**src/rtl/tile_fetcher.sv**
```systemverilog
// Tile fetcher: walks a 32-tile line, reading a code byte and an attribute byte per tile.
// Optional `TILE_FETCHER_FLIP_EN adds a flip input that mirrors row/col in RAM addresses.
module tile_fetcher #(
  parameter int unsigned addr_width_g = 11
) (
  input  logic                    clock,
  input  logic                    reset,
  input  logic                    line_start,
  input  logic [4:0]              vrow,
`ifdef TILE_FETCHER_FLIP_EN
  input  logic                    flip,
`endif
  output logic                    ram_en,
  output logic [addr_width_g-1:0] ram_addr,
  input  logic [7:0]              ram_q,
  output logic                    tile_valid,
  input  logic                    tile_ready,
  output logic [4:0]              tile_col,
  output logic [7:0]              tile_code,
  output logic [7:0]              tile_attr,
  output logic                    busy,
  output logic                    done
);

  typedef enum logic [2:0] {StIdle, StRdCode, StRdAttr, StLat, StHold} state_e;

  state_e                  state_q, state_d;
  logic [4:0]              row_q, row_d;
  logic [4:0]              col_q, col_d;
  logic [7:0]              code_q, code_d;
  logic [7:0]              attr_q, attr_d;
  logic                    done_q, done_d;
  logic                    busy_q, busy_d;
  logic                    valid_q, valid_d;
  logic                    ram_en_q, ram_en_d;
  logic [addr_width_g-1:0] ram_addr_q, ram_addr_d;
  logic [4:0]              arow, acol;
`ifdef TILE_FETCHER_FLIP_EN
  logic                    flip_q, flip_d;
`endif

  always_comb begin
    state_d = state_q;
    row_d   = row_q;
    col_d   = col_q;
    code_d  = code_q;
    attr_d  = attr_q;
    done_d  = 1'b0;
`ifdef TILE_FETCHER_FLIP_EN
    flip_d  = flip_q;
`endif
    // A new line_start restarts from any state, abandoning the line without done.
    if (line_start) begin
      state_d = StRdCode;
      row_d   = vrow;
      col_d   = 5'd0;
`ifdef TILE_FETCHER_FLIP_EN
      flip_d  = flip;
`endif
    end else begin
      case (state_q)
        StIdle:   state_d = StIdle;
        StRdCode: state_d = StRdAttr;
        StRdAttr: begin
          state_d = StLat;
          code_d  = ram_q;
        end
        StLat: begin
          state_d = StHold;
          attr_d  = ram_q;
        end
        StHold: begin
          if (tile_ready) begin
            if (col_q == 5'd31) begin
              state_d = StIdle;
              done_d  = 1'b1;
            end else begin
              state_d = StRdCode;
              col_d   = col_q + 5'd1;
            end
          end
        end
        default: state_d = StIdle;
      endcase
    end

    // Outputs are registered, so they are derived from the next state.
    busy_d   = (state_d != StIdle);
    valid_d  = (state_d == StHold);
    ram_en_d = (state_d == StRdCode) || (state_d == StRdAttr);
`ifdef TILE_FETCHER_FLIP_EN
    arow = flip_d ? ~row_d : row_d;
    acol = flip_d ? ~col_d : col_d;
`else
    arow = row_d;
    acol = col_d;
`endif
    ram_addr_d                   = '0;
    ram_addr_d[4:0]              = acol;
    ram_addr_d[9:5]              = arow;
    ram_addr_d[addr_width_g-1]   = (state_d == StRdAttr);
  end

  always_ff @(posedge clock) begin
    if (reset) begin
      state_q    <= StIdle;
      row_q      <= 5'd0;
      col_q      <= 5'd0;
      code_q     <= 8'h00;
      attr_q     <= 8'h00;
      done_q     <= 1'b0;
      busy_q     <= 1'b0;
      valid_q    <= 1'b0;
      ram_en_q   <= 1'b0;
      ram_addr_q <= '0;
`ifdef TILE_FETCHER_FLIP_EN
      flip_q     <= 1'b0;
`endif
    end else begin
      state_q    <= state_d;
      row_q      <= row_d;
      col_q      <= col_d;
      code_q     <= code_d;
      attr_q     <= attr_d;
      done_q     <= done_d;
      busy_q     <= busy_d;
      valid_q    <= valid_d;
      ram_en_q   <= ram_en_d;
      ram_addr_q <= ram_addr_d;
`ifdef TILE_FETCHER_FLIP_EN
      flip_q     <= flip_d;
`endif
    end
  end

  assign ram_en     = ram_en_q;
  assign ram_addr   = ram_addr_q;
  assign tile_valid = valid_q;
  assign tile_col   = col_q;
  assign tile_code  = code_q;
  assign tile_attr  = attr_q;
  assign busy       = busy_q;
  assign done       = done_q;

endmodule
```
**config.mk**
```make
export PLATFORM = sky130hd
export DESIGN_NAME = tile_fetcher
export DESIGN_NICKNAME = d
export VERILOG_FILES = /design/src/rtl/tile_fetcher.sv
export SDC_FILE = /design/constraint.sdc
export NUM_CORES = 1
export LEC_CHECK = 0
export ABC_CLOCK_PERIOD_IN_PS = 2000
export BUFFER_PORTS_ARGS = -buffer_cell sky130_fd_sc_hd__buf_4
export CAP_MARGIN = 20
export CORE_ASPECT_RATIO = 1.1
export CORE_MARGIN = 4
export CORE_UTILIZATION = 42
export DETAILED_ROUTE_END_ITERATION = 16
export PLACE_DENSITY = 0.73
export SYNTH_ARGS = -nofsm -noshare
export SYNTH_HDL_FRONTEND = slang
export SYNTH_SLANG_ARGS = --single-unit
```
**constraint.sdc**
```tcl
create_clock -name clock -period 2 [get_ports clock]
set_clock_uncertainty 0.15 [all_clocks]
set_input_delay 0.3 -clock clock [delete_from_list [all_inputs] [get_ports clock]]
set_output_delay 0.3 -clock clock [all_outputs]
set_load 0.005 [all_outputs]
```
==> summary.md, run 1 <==
| Metric | Value |
|---|---|
| Status | completed |
| Final GP Congestion | 0.849 |
| Most common cell after layout, fill and taps aside | buf_4 |
| GRT Resource Usage Total | 0.154 |
| Initial antenna violation count | 0 |
| Worst Path Buf+Inv | 1 |
| Pwr/cell area | 654 nW/µm² |
| Worst hold slack | 0.0397 ns |
| Switch share | 0.244 |
| Clock slew at reported path FFs | 0.11 ns |
| Crit-path cells | ha_1 > and3_4 > ha_2 > nand2b_1 > buf_4 > or3_4 > a21oi_2 |
| Fin crit share | 0.968 |
| Slew HR | 0.725 |
| Total grt overflow | 0 |
| Worst Max-Slew Pin Slew | 0.412 ns |
| Flops & latches, synth | 34 |
| Initial Util | 0.441 |
| Wire length per cell | 13.3 µm |
| Vias in the first global route | 1,118 |
| Part of the power in combinational logic | 0.088 |
| Levels on crit path | 7 |
| WP data arrival | 2.05 ns |
| Critical path type | flop to flop |
| Final Setup Violations | 0 |
| Synth area leaders | dfxtp_1, mux2i_1, nand2_1 |
| Initial DRC count | 26 |
| Unrepaired setup endpoints after global routing | no |
| Port Buffers | 52 |
| Synth top area share | 0.502 |
| Worst path required time | 2.12 ns |
| CTS tree | built |
| Routed wire length | 3100 µm |
| DRT antenna net count | 0 |
| Ant diodes | 0 |
| CP startpoint kind | flop |
| Hold Path Class | input pin to flop |
| Hold Path Cell Cnt | 3 |
| Worst-Skew Late Latency | 0.34 ns |
| DRC | 0 |
| Most frequent cells in the layout | buf_4, dfxtp_1, nand2_1 |
| Post-Syn Nets | 167 |
| Placeable Area | 3070 µm² |
| Top-Level Pins | 53 |
| Leak | 0.789 nW |
| Slowest CP cell | dfxtp_4 |
| Placed insts | 224 |
| 1st-pass router iterations | 4 |
| H-Tree Depth | 2 |
| Largest area contributor in the synthesized netlist | dfxtp_1 |
| Seq/Total Area, Yosys | 0.502 |
| Final nets | 217 |
| Period minus WS final | 1.94 ns |
| Max-cap viol count | 0 |
| Final Hold Vio Count | 0 |
| Syn_area_per_cell | 9.16 µm² |
| R2r worst-path depth | 7 |
| Synthesized area | 1360 µm² |
| Post-Synthesis Cells | 148 |
| TritonCTS Buffers | 5 |
| Power share of the clock group | 0.336 |
| Via density | 5.12 |
| Clk sinks | 34 |
| Die area | 4200 µm² |
| Die H | 67.6 µm |
| Via count | 1,193 |
| Maximum VDD drop | 510 µV |
| Library cells used by synthesis | 31 |
| Worst-path maximum fanout | 5 |
| Post-Layout Cell Count | 233 |
| Root Driver | clkbuf_4 |
| Largest net degree at the start of global routing | 28 |
| Synth warn | 0 |
| Net Switching | 0.297 mW |
| Internal power | 0.918 mW |
| Crit path largest cell delay | 0.37 ns |
| Setup crit end kind | flop |
| Share of layout cells above drive strength 1 | 0.387 |
| Cell row count | 21 |
| Die width | 62.2 µm |
| Hpwl dp | 2290 µm |
| Global-route wire length before repair | 5130 µm |
| Setup TNS | 0 ns |
| Max Freq | 517 MHz |
| Slew Viols, Final | 0 |
| Synth-to-Final Area Change | 37.1% |
| Family with the most delay on the worst path | simple AND/OR/NAND/NOR gates |
| CTS max path bufs | 2 |
| Cts hold-fix bufs | 0 |
| Seq pwr share | 0.576 |
path summary, 6_finish.rpt:
| kind | endpoint | startpoint | slack, ns |
|---|---|---|---|
| min | row_q[1] | vrow[1] | 0.04 |
| max | tile_col[0] | tile_col[0] | 0.06 |
| min reg2reg | tile_code[0] | tile_code[0] | 0.31 |
| max reg2reg | tile_col[0] | tile_col[0] | 0.06 |
routing by layer:
metal,routed length (µm),global-route usage
met1,1260,0.162
met4,68,0.0759
met5,0,0
met3,336,0.0765
met2,1430,0.259
registers in the layout, indices dropped and copies added, names as in the netlist:
register / count
state_q: 3
ram_addr: 3
done: 1
tile_attr: 8
row_q: 4
tile_col: 4
ram_en: 1
tile_valid: 1
tile_code: 8
busy: 1
cell type report:
class | count | area [µm²]
clock inverters | 2 | 12.5
repair buffers | 59 | 443
inverters | 1 | 3.75
clock buffers | 6 | 51.3
flip-flops and latches | 34 | 686
fillers | 276 | 1220
well taps | 34 | 42.5
multi-input cells | 97 | 619
through the flow:
| step | area (µm²) | setup slack, ns | utilization | power (mW) |
|---|---|---|---|---|
| 6_report | 1860 | 0.0648 | 0.604 | 1.21 |
| 3_5_place_dp | 1760 | 0.0416 | 0.572 | 0.823 |
| 3_3_place_gp | 1760 | 0.128 | 0.572 | 0.819 |
| 2_1_floorplan | 1360 | 0.0867 | - | 0.764 |
| 4_1_cts | 1820 | 0.0162 | 0.593 | 1.24 |
| 5_1_grt | 1860 | 0.000504 | 0.604 | 1.28 |
power groups by stage:
| stage | sequential [mW] | clock, mW | combinational [mW] |
|---|---|---|---|
| 2_1_floorplan | 0.715 | 0 | 0.0490 |
| 3_3_place_gp | 0.715 | 0 | 0.104 |
| 3_5_place_dp | 0.716 | 0 | 0.107 |
| 4_1_cts | 0.701 | 0.427 | 0.108 |
| 5_1_grt | 0.702 | 0.461 | 0.119 |
| 6_report | 0.699 | 0.408 | 0.107 |
worst register-to-register path, stage by stage, from the launching register on:
cell      delay, ns
dfxtp_4        0.37
ha_1           0.22
and3_4         0.19
ha_2           0.18
nand2b_1       0.16
buf_4          0.15
or3_4          0.32
a21oi_2        0.13
timing repair:
item / CTS / global route
resized for setup: 0 / 9
setup endpoints to repair: 0 / 2
buffers inserted: 0 / 1
cell families (layout without fill, tap and decap cells):
| logic type | after synthesis | in the layout | share of synthesized area |
|---|---|---|---|
| fa+ha+maj | 2 | 2 | 0.0185 |
| simple gates | 60 | 60 | 0.226 |
| flops | 34 | 34 | 0.502 |
| buf+inv | 17 | 68 | 0.0628 |
| mux | 14 | 14 | 0.103 |
| xor+xnor | 1 | 1 | 0.00646 |
| compound gates | 20 | 20 | 0.0803 |
synth_stat cells:
cell type and number:
or4b_1 1, buf_4 5, nand2_1 19, clkbuf_1 7, nor4b_2 1, mux2i_1 14, nor3b_1 1, or4_1 1
or3b_1 3, nor2b_1 1, o21ai_1 3, nor4b_1 1, a21oi_1 12, nand3_1 5, buf_1 2, inv_1 1
nor4bb_1 1, o31ai_1 1, a31oi_1 3, or3_1 2, buf_2 2, and3_1 1, xnor2_1 1, or2_1 2
nand2b_1 1, ha_1 2, nor2_1 17, nor3_1 2, dfxtp_1 34, o21a_1 1, nand3b_1 1
Note: power is estimated with default switching activity, not from simulation.
==> run 2: changes to the inputs <==
- CELL_PAD_IN_SITES_DETAIL_PLACEMENT: unset -> 1
- CELL_PAD_IN_SITES_GLOBAL_PLACEMENT: unset -> 2
- CORE_UTILIZATION: 42 -> 24
- PLACE_DENSITY: 0.73 -> unset
- PLACE_DENSITY_LB_ADDON: unset -> 0.1
==> summary.md, run 2 (synthesis results as in run 1) <==
| Metric | Value |
|---|---|
| Unrepaired setup endpoints after global routing | no |
| CTS max path bufs | 2 (unchanged) |
| TritonCTS Buffers | 5 (unchanged) |
| Via count | 1,207 (+1.2%) |
| Worst-path maximum fanout | 5 (unchanged) |
| Final Hold Vio Count | 0 (unchanged) |
| Setup TNS | 0 ns (unchanged) |
| Hold Path Class | input pin to flop |
| Worst path required time | 2.07 ns (-0.05 ns) |
| Slew Viols, Final | 0 (unchanged) |
| H-Tree Depth | 2 (unchanged) |
| Setup crit end kind | flop |
| Final Setup Violations | 0 (unchanged) |
| Die H | 86.8 µm (+28%) |
| GRT Resource Usage Total | 0.111 (-0.0437) |
| Setup slack, reg-to-reg | 0.07 ns (about the same) |
| Ant diodes | 0 (unchanged) |
| Initial Util | 0.250 (-0.191) |
| Crit-path cells | ha_1 > and3_1 > ha_1 > nand2b_1 > or4_1 > a21oi_2 |
| Placeable Area | 5430 µm² (+77%) |
| Slew HR | 0.690 (-0.0348) |
| CP startpoint kind | flop |
| M3 GR Usage | 0.0499 (-0.0266) |
| Clk sinks | 34 (unchanged) |
| Worst Max-Slew Pin Slew | 0.464 ns (+0.0521 ns) |
| Period minus WS final | 1.93 ns (-0.00778 ns) |
| Wire length per cell | 13.3 µm (-0.17%) |
| Worst path most repeated cell | ha_1 |
| Root Driver | clkbuf_8 |
| R2r worst-path depth | 6 (-1) |
| Largest net degree at the start of global routing | 28 (unchanged) |
| Critical path type | flop to flop |
| Cell row count | 28 (+33%) |
| Hold Path Sink | row_q[2] |
| Share of layout cells above drive strength 1 | 0.360 (-0.0269) |
| Synth-to-Final Area Change | 43.4% |
| DRT antenna net count | 0 (unchanged) |
| Maximum VDD drop | 270 µV (-47%) |
| Most frequent cells in the layout | buf_4, dfxtp_1, nand2_1 |
| Hpwl dp | 2750 µm (+20%) |
| DRC | 0 (unchanged) |
| Max-cap viol count | 0 (unchanged) |
| Status | completed |
| Worst reg2reg path startpoint | tile_col[1] |
| Pwr/cell area | 744 nW/µm² (+14%) |
| Slowest CP cell | or4_1 |
| WP data arrival | 2.00 ns (-0.05 ns) |
| Fill cells | 639 (+130%) |
| Global-route wire length before repair | 5910 µm (+15%) |
| Port Buffers | 52 (unchanged) |
| Die width | 79.6 µm (+28%) |
| GR Util met2 | 0.201 (-0.0579) |
| Leak | 0.811 nW (+2.9%) |
| Total grt overflow | 0 (unchanged) |
| Top-Level Pins | 53 (unchanged) |
| Global Route met1 Usage | 0.109 (-0.0528) |
| Crit path largest cell delay | 0.49 ns (+0.12 ns) |
| CTS tree | built |
| Initial antenna violation count | 0 (unchanged) |
| 1st-pass router iterations | 2 (-2) |
| GRT Max-Usage Layer | met2 |
| Worst Min Path Start | vrow[2] |
| Final GP Congestion | 0.791 (-6.8%) |
| Fin crit share | 0.964 (-0.00389) |
| Die area | 6910 µm² (+65%) |
| Max Freq | 519 MHz (+0.40%) |
| Most common cell after layout, fill and taps aside | buf_4 |
| Worst-Skew Late Latency | 0.29 ns (-0.05 ns) |
| Crit Reg-Reg Endpoint | tile_col[3] |
| Via density | 4.39 (-14%) |
| Initial DRC count | 30 (+15%) |
| Vias in the first global route | 1,257 (+12%) |
| Hold Path Cell Cnt | 3 (unchanged) |
| Routed wire length | 3660 µm (+18%) |
| Worst Path Buf+Inv | 0 (-1) |
| Worst hold slack | 0.0972 ns (+0.0576 ns) |
| Clock slew at reported path FFs | 0.08 ns (-0.03 ns) |
| Family with the most delay on the worst path | simple AND/OR/NAND/NOR gates |
| Final nets | 218 (+0.46%) |
-- run 2: cell types whose count changed in the layout (fill, tap and decap cells not counted), sizes merged --
cell and change:
buf +1, bufinv +1, clkbuf -1, clkinv -1
clkinvlp +1
-- run 2: timing repair --
item | 4_1_cts | 5_1_grt
hold buffers | 0 | 0
buffers inserted | 0 | 0
endpoints found under the setup margin | 0 | 1
resized for setup | 0 | 2
-- run 2: layer usage --
layer / vias up / share of wire
met5: - / 0
met1: 572 / 0.39
met2: 32 / 0.52
li1: 597 / -
met3: 6 / 0.074
met4: 0 / 0.016
-- run 2: tightest hold or removal path, stage by stage --
cell	delay (ns)
buf_4	0.08
mux2i_1	0.05
nor2_1	0.07
-- run 2: worst max-delay path by stage --
| stage | start | end | slack (ns) | depth (start not counted) |
|---|---|---|---|---|
| global placement | tile_col[1] | tile_col[3] | 0.15 | 6 |
| floorplan | tile_col[0] | tile_col[3] | 0.09 | 6 |
| detailed placement | tile_col[1] | tile_col[3] | 0.06 | 6 |
| CTS | tile_col[1] | tile_col[3] | 0.04 | 6 |
| finish | tile_col[1] | tile_col[3] | 0.07 | 6 |
| global route | tile_col[1] | tile_col[3] | 0.003 | 6 |
-- run 2: metrics by stage --
step	power [mW]	setup slack, ns	utilization	area (µm²)	std cells
detailed placement	0.828	0.0648	0.336	1820	267
floorplan	0.764	0.0867	-	1360	148
global placement	0.823	0.146	0.336	1820	267
global route	1.51	0.00269	0.358	1940	275
finish	1.45	0.0726	0.358	1940	275
CTS	1.48	0.0357	0.357	1940	275
-- run 2: where the power goes --
part,switching [mW],internal [mW],leakage [nW]
Clock,0.265,0.371,0.0504
Sequential,0.0109,0.692,0.277
Combinational,0.0485,0.0584,0.484
Total,0.324,1.12,0.811
-- run 2: area by class of cell --
| class | count | area (µm²) | area share |
|---|---|---|---|
| Sequential cell | 34 | 682 | 0.351 |
| Clock buffer | 5 | 68.8 | 0.0354 |
| Multi-Input combinational cell | 97 | 599 | 0.308 |
| Tap cell | 75 | 93.8 | 0.0483 |
| Clock inverter | 3 | 45.0 | 0.0232 |
| Inverter | 1 | 3.75 | 0.00193 |
| Timing Repair Buffer | 60 | 450 | 0.232 |
==> run 3: changes to the inputs <==
- ABC_AREA: unset -> 1
- CORE_MARGIN: 4 -> 5
- CORE_UTILIZATION: 24 -> 23
==> summary.md, run 3 <==
| Metric | Value |
|---|---|
| Status | completed |
| Synth warn | 0 (unchanged) |
| Post-CTS setup buffer count | 0 (unchanged) |
| Crit path largest cell delay | 0.35 ns (-0.14 ns) |
| Placed insts | 293 (+9.7%) |
| Critical path type | flop to flop |
| Final nets | 242 (+11%) |
| Via count | 1,240 (+2.7%) |
| Slew HR | 0.798 (+0.108) |
| Crit-path cells | ha_1 > nand2_1 > nor2_1 > ha_1 > nor2_1 > nand3_4 > o21ai_0 > nor2_1 |
| Hold Path Sink | ram_addr[9] |
| Final Hold Vio Count | 0 (unchanged) |
| EDFF count, synth | 0 (unchanged) |
| Top-Level Pins | 53 (unchanged) |
| Initial Util | 0.238 (-0.0116) |
| Global-route wire length before repair | 6560 µm (+11%) |
| Hold Path Cell Cnt | 3 (unchanged) |
| Synthesized area | 1380 µm² (+1.9%) |
| Fin crit share | 0.856 (-0.108) |
| Slowest CP cell | dfxtp_1 |
| Cts hold-fix bufs | 0 (unchanged) |
| Max Freq | 584 MHz (+13%) |
| Vias in the first global route | 1,398 (+11%) |
| Most frequent cells in the layout | buf_4, nor2_1, dfxtp_1 |
| Worst reg2reg path startpoint | tile_col[0] |
| GRT Resource Usage Total | 0.105 (-0.00607) |
| Worst-path maximum fanout | 10 (+5) |
| Worst Max-Slew Pin Slew | 0.303 ns (-0.161 ns) |
| DRC | 0 (unchanged) |
| Setup TNS | 0 ns (unchanged) |
| Hold Path Class | input pin to flop |
| CTS tree | built |
| Leading cell type by number of instances after synthesis | nor2_1 |
| CTS max path bufs | 2 (unchanged) |
| Share of layout cells above drive strength 1 | 0.327 (-0.0326) |
| Die area | 7660 µm² (+11%) |
| Port Buffers | 52 (unchanged) |
| Async set or reset register ratio after synthesis | 0 (unchanged) |
| 1st-pass router iterations | 4 (+2) |
| Predominant post-synthesis flop cell | dfxtp_1 |
| Post-Synthesis Cells | 171 (+16%) |
| Routed wire length | 3830 µm (+4.9%) |
| Setup crit end kind | flop |
| Post-Syn Nets | 190 (+14%) |
| Final Setup Violations | 0 (unchanged) |
| Worst hold slack | 0.101 ns (+0.00360 ns) |
| Period minus WS final | 1.71 ns (-0.215 ns) |
| Most common library cells after synthesis | nor2_1, dfxtp_1, o21ai_0 |
| Worst-Skew Late Latency | 0.28 ns (about the same) |
| Total grt overflow | 0 (unchanged) |
| Library cells used by synthesis | 26 (-16%) |
| CP startpoint kind | flop |
| Leak | 0.918 nW (+13%) |
| Initial antenna violation count | 0 (unchanged) |
| Slew Viols, Final | 0 (unchanged) |
| Maximum VDD drop | 292 µV (+8.3%) |
| Hpwl dp | 3000 µm (+8.9%) |
| Ant diodes | 0 (unchanged) |
| Crit Reg-Reg Endpoint | tile_col[1] |
| Post-CTS sizing | 0 (unchanged) |
| Worst Min Path Start | vrow[4] |
| Synth top area share | 0.493 (-0.00955) |
| Flops & latches, synth | 34 (unchanged) |
| Post-Layout Cell Count | 300 (+9.1%) |
| Die H | 91.3 µm (+5.2%) |
| Worst path required time | 2.02 ns (-0.05 ns) |
| Largest net degree at the start of global routing | 26 (-7.1%) |
| Synth area leaders | dfxtp_1, nor2_1, o21ai_0 |
| Synth-to-Final Area Change | 37.3% |
| Via density | 4.13 (-5.8%) |
| Largest area contributor in the synthesized netlist | dfxtp_1 |
| Initial DRC count | 24 (-20%) |
| Setup slack, reg-to-reg | 0.29 ns (+0.22 ns) |
| Clk sinks | 34 (unchanged) |
| Pwr/cell area | 689 nW/µm² (-7.4%) |
| TritonCTS Buffers | 5 (unchanged) |
| Placeable Area | 5810 µm² (+6.9%) |
| Unrepaired setup endpoints after global routing | no |
| Syn_area_per_cell | 8.08 µm² (-12%) |
| R2r worst-path depth | 8 (+2) |
| WP data arrival | 1.74 ns (-0.26 ns) |
| Max-cap viol count | 0 (unchanged) |
| H-Tree Depth | 2 (unchanged) |
| Seq/Total Area, Yosys | 0.493 (-0.00955) |
| Worst path most repeated cell | nor2_1 |
| Root Driver | clkbuf_8 |
| Most common cell after layout, fill and taps aside | buf_4 |
| Die width | 83.9 µm (+5.3%) |
| Clock slew at reported path FFs | 0.07 ns (about the same) |
| Wire length per cell | 12.8 µm (-3.8%) |
| Cell row count | 29 (+3.6%) |
| DRT antenna net count | 0 (unchanged) |
| Final GP Congestion | 0.737 (-6.9%) |
[run 3: cell count changes after synthesis, sizes merged, moves of 3 or more]
cell	change
a21oi	-9
a31oi	-3
clkbuf	-6
inv	+12
mux2i	-14
nand3	+3
nor2	+37
o21ai	+21
or3b	-3
[run 3: worst max path at each step]
stage,start,to,depth (start not counted)
after floorplan,tile_col[0],tile_col[0],8
after global placement,tile_col[0],tile_col[0],8
after detailed placement,tile_col[0],tile_col[1],8
after CTS,tile_col[0],tile_col[1],8
after global routing,tile_col[0],tile_col[2],9
final,tile_col[0],tile_col[1],8
[run 3: layer usage]
layer	global-route usage	wire length, µm
met5	0	0
met4	0.0349	50
met3	0.0416	256
met2	0.174	1810
met1	0.123	1720
[run 3: per-stage QoR]
step | total power, mW | cell area, µm² | setup slack, ns | utilization
finish | 1.31 | 1900 | 0.288 | 0.327
CTS | 1.34 | 1900 | 0.254 | 0.327
floorplan | 0.783 | 1380 | 0.400 | -
global route | 1.38 | 1900 | 0.111 | 0.327
detailed placement | 0.854 | 1820 | 0.266 | 0.313
global placement | 0.851 | 1820 | 0.323 | 0.313
[run 3: kinds of logic after synthesis]
group                      count (synthesis)  synth area share
xor gates and xnor gates                   2            0.0127
buffers and inverters                     23            0.0861
DFF                                       34             0.493
and+or+nand+nor                           83             0.290
adders and majority gates                  2            0.0181
AOI/OAI and AO/OA                         27             0.101
[run 3: report_power, final]
| part | internal, mW | switching [mW] | total (mW) |
|---|---|---|---|
| Combinational | 0.0613 | 0.0646 | 0.126 |
| Clock | 0.233 | 0.239 | 0.472 |
| Sequential | 0.697 | 0.0124 | 0.709 |
| Total | 0.991 | 0.316 | 1.31 |
[run 3: critical path: cells and delay by family, from the launching register on]
family / cells / cell delay (ns)
DFF: 1 / 0.35
adders and majority gates: 2 / 0.42
AOI/OAI and AO/OA: 1 / 0.19
and+or+nand+nor: 5 / 0.50
[run 3: layout make-up]
cell class,count,area (µm²)
fill,728,3910
sequential,34,681
multi-input combinational,114,582
timing repair buffer,53,398
tap,77,96.3
clock buffer,5,68.8
inverter,15,61.3
clock inverter,2,10.0
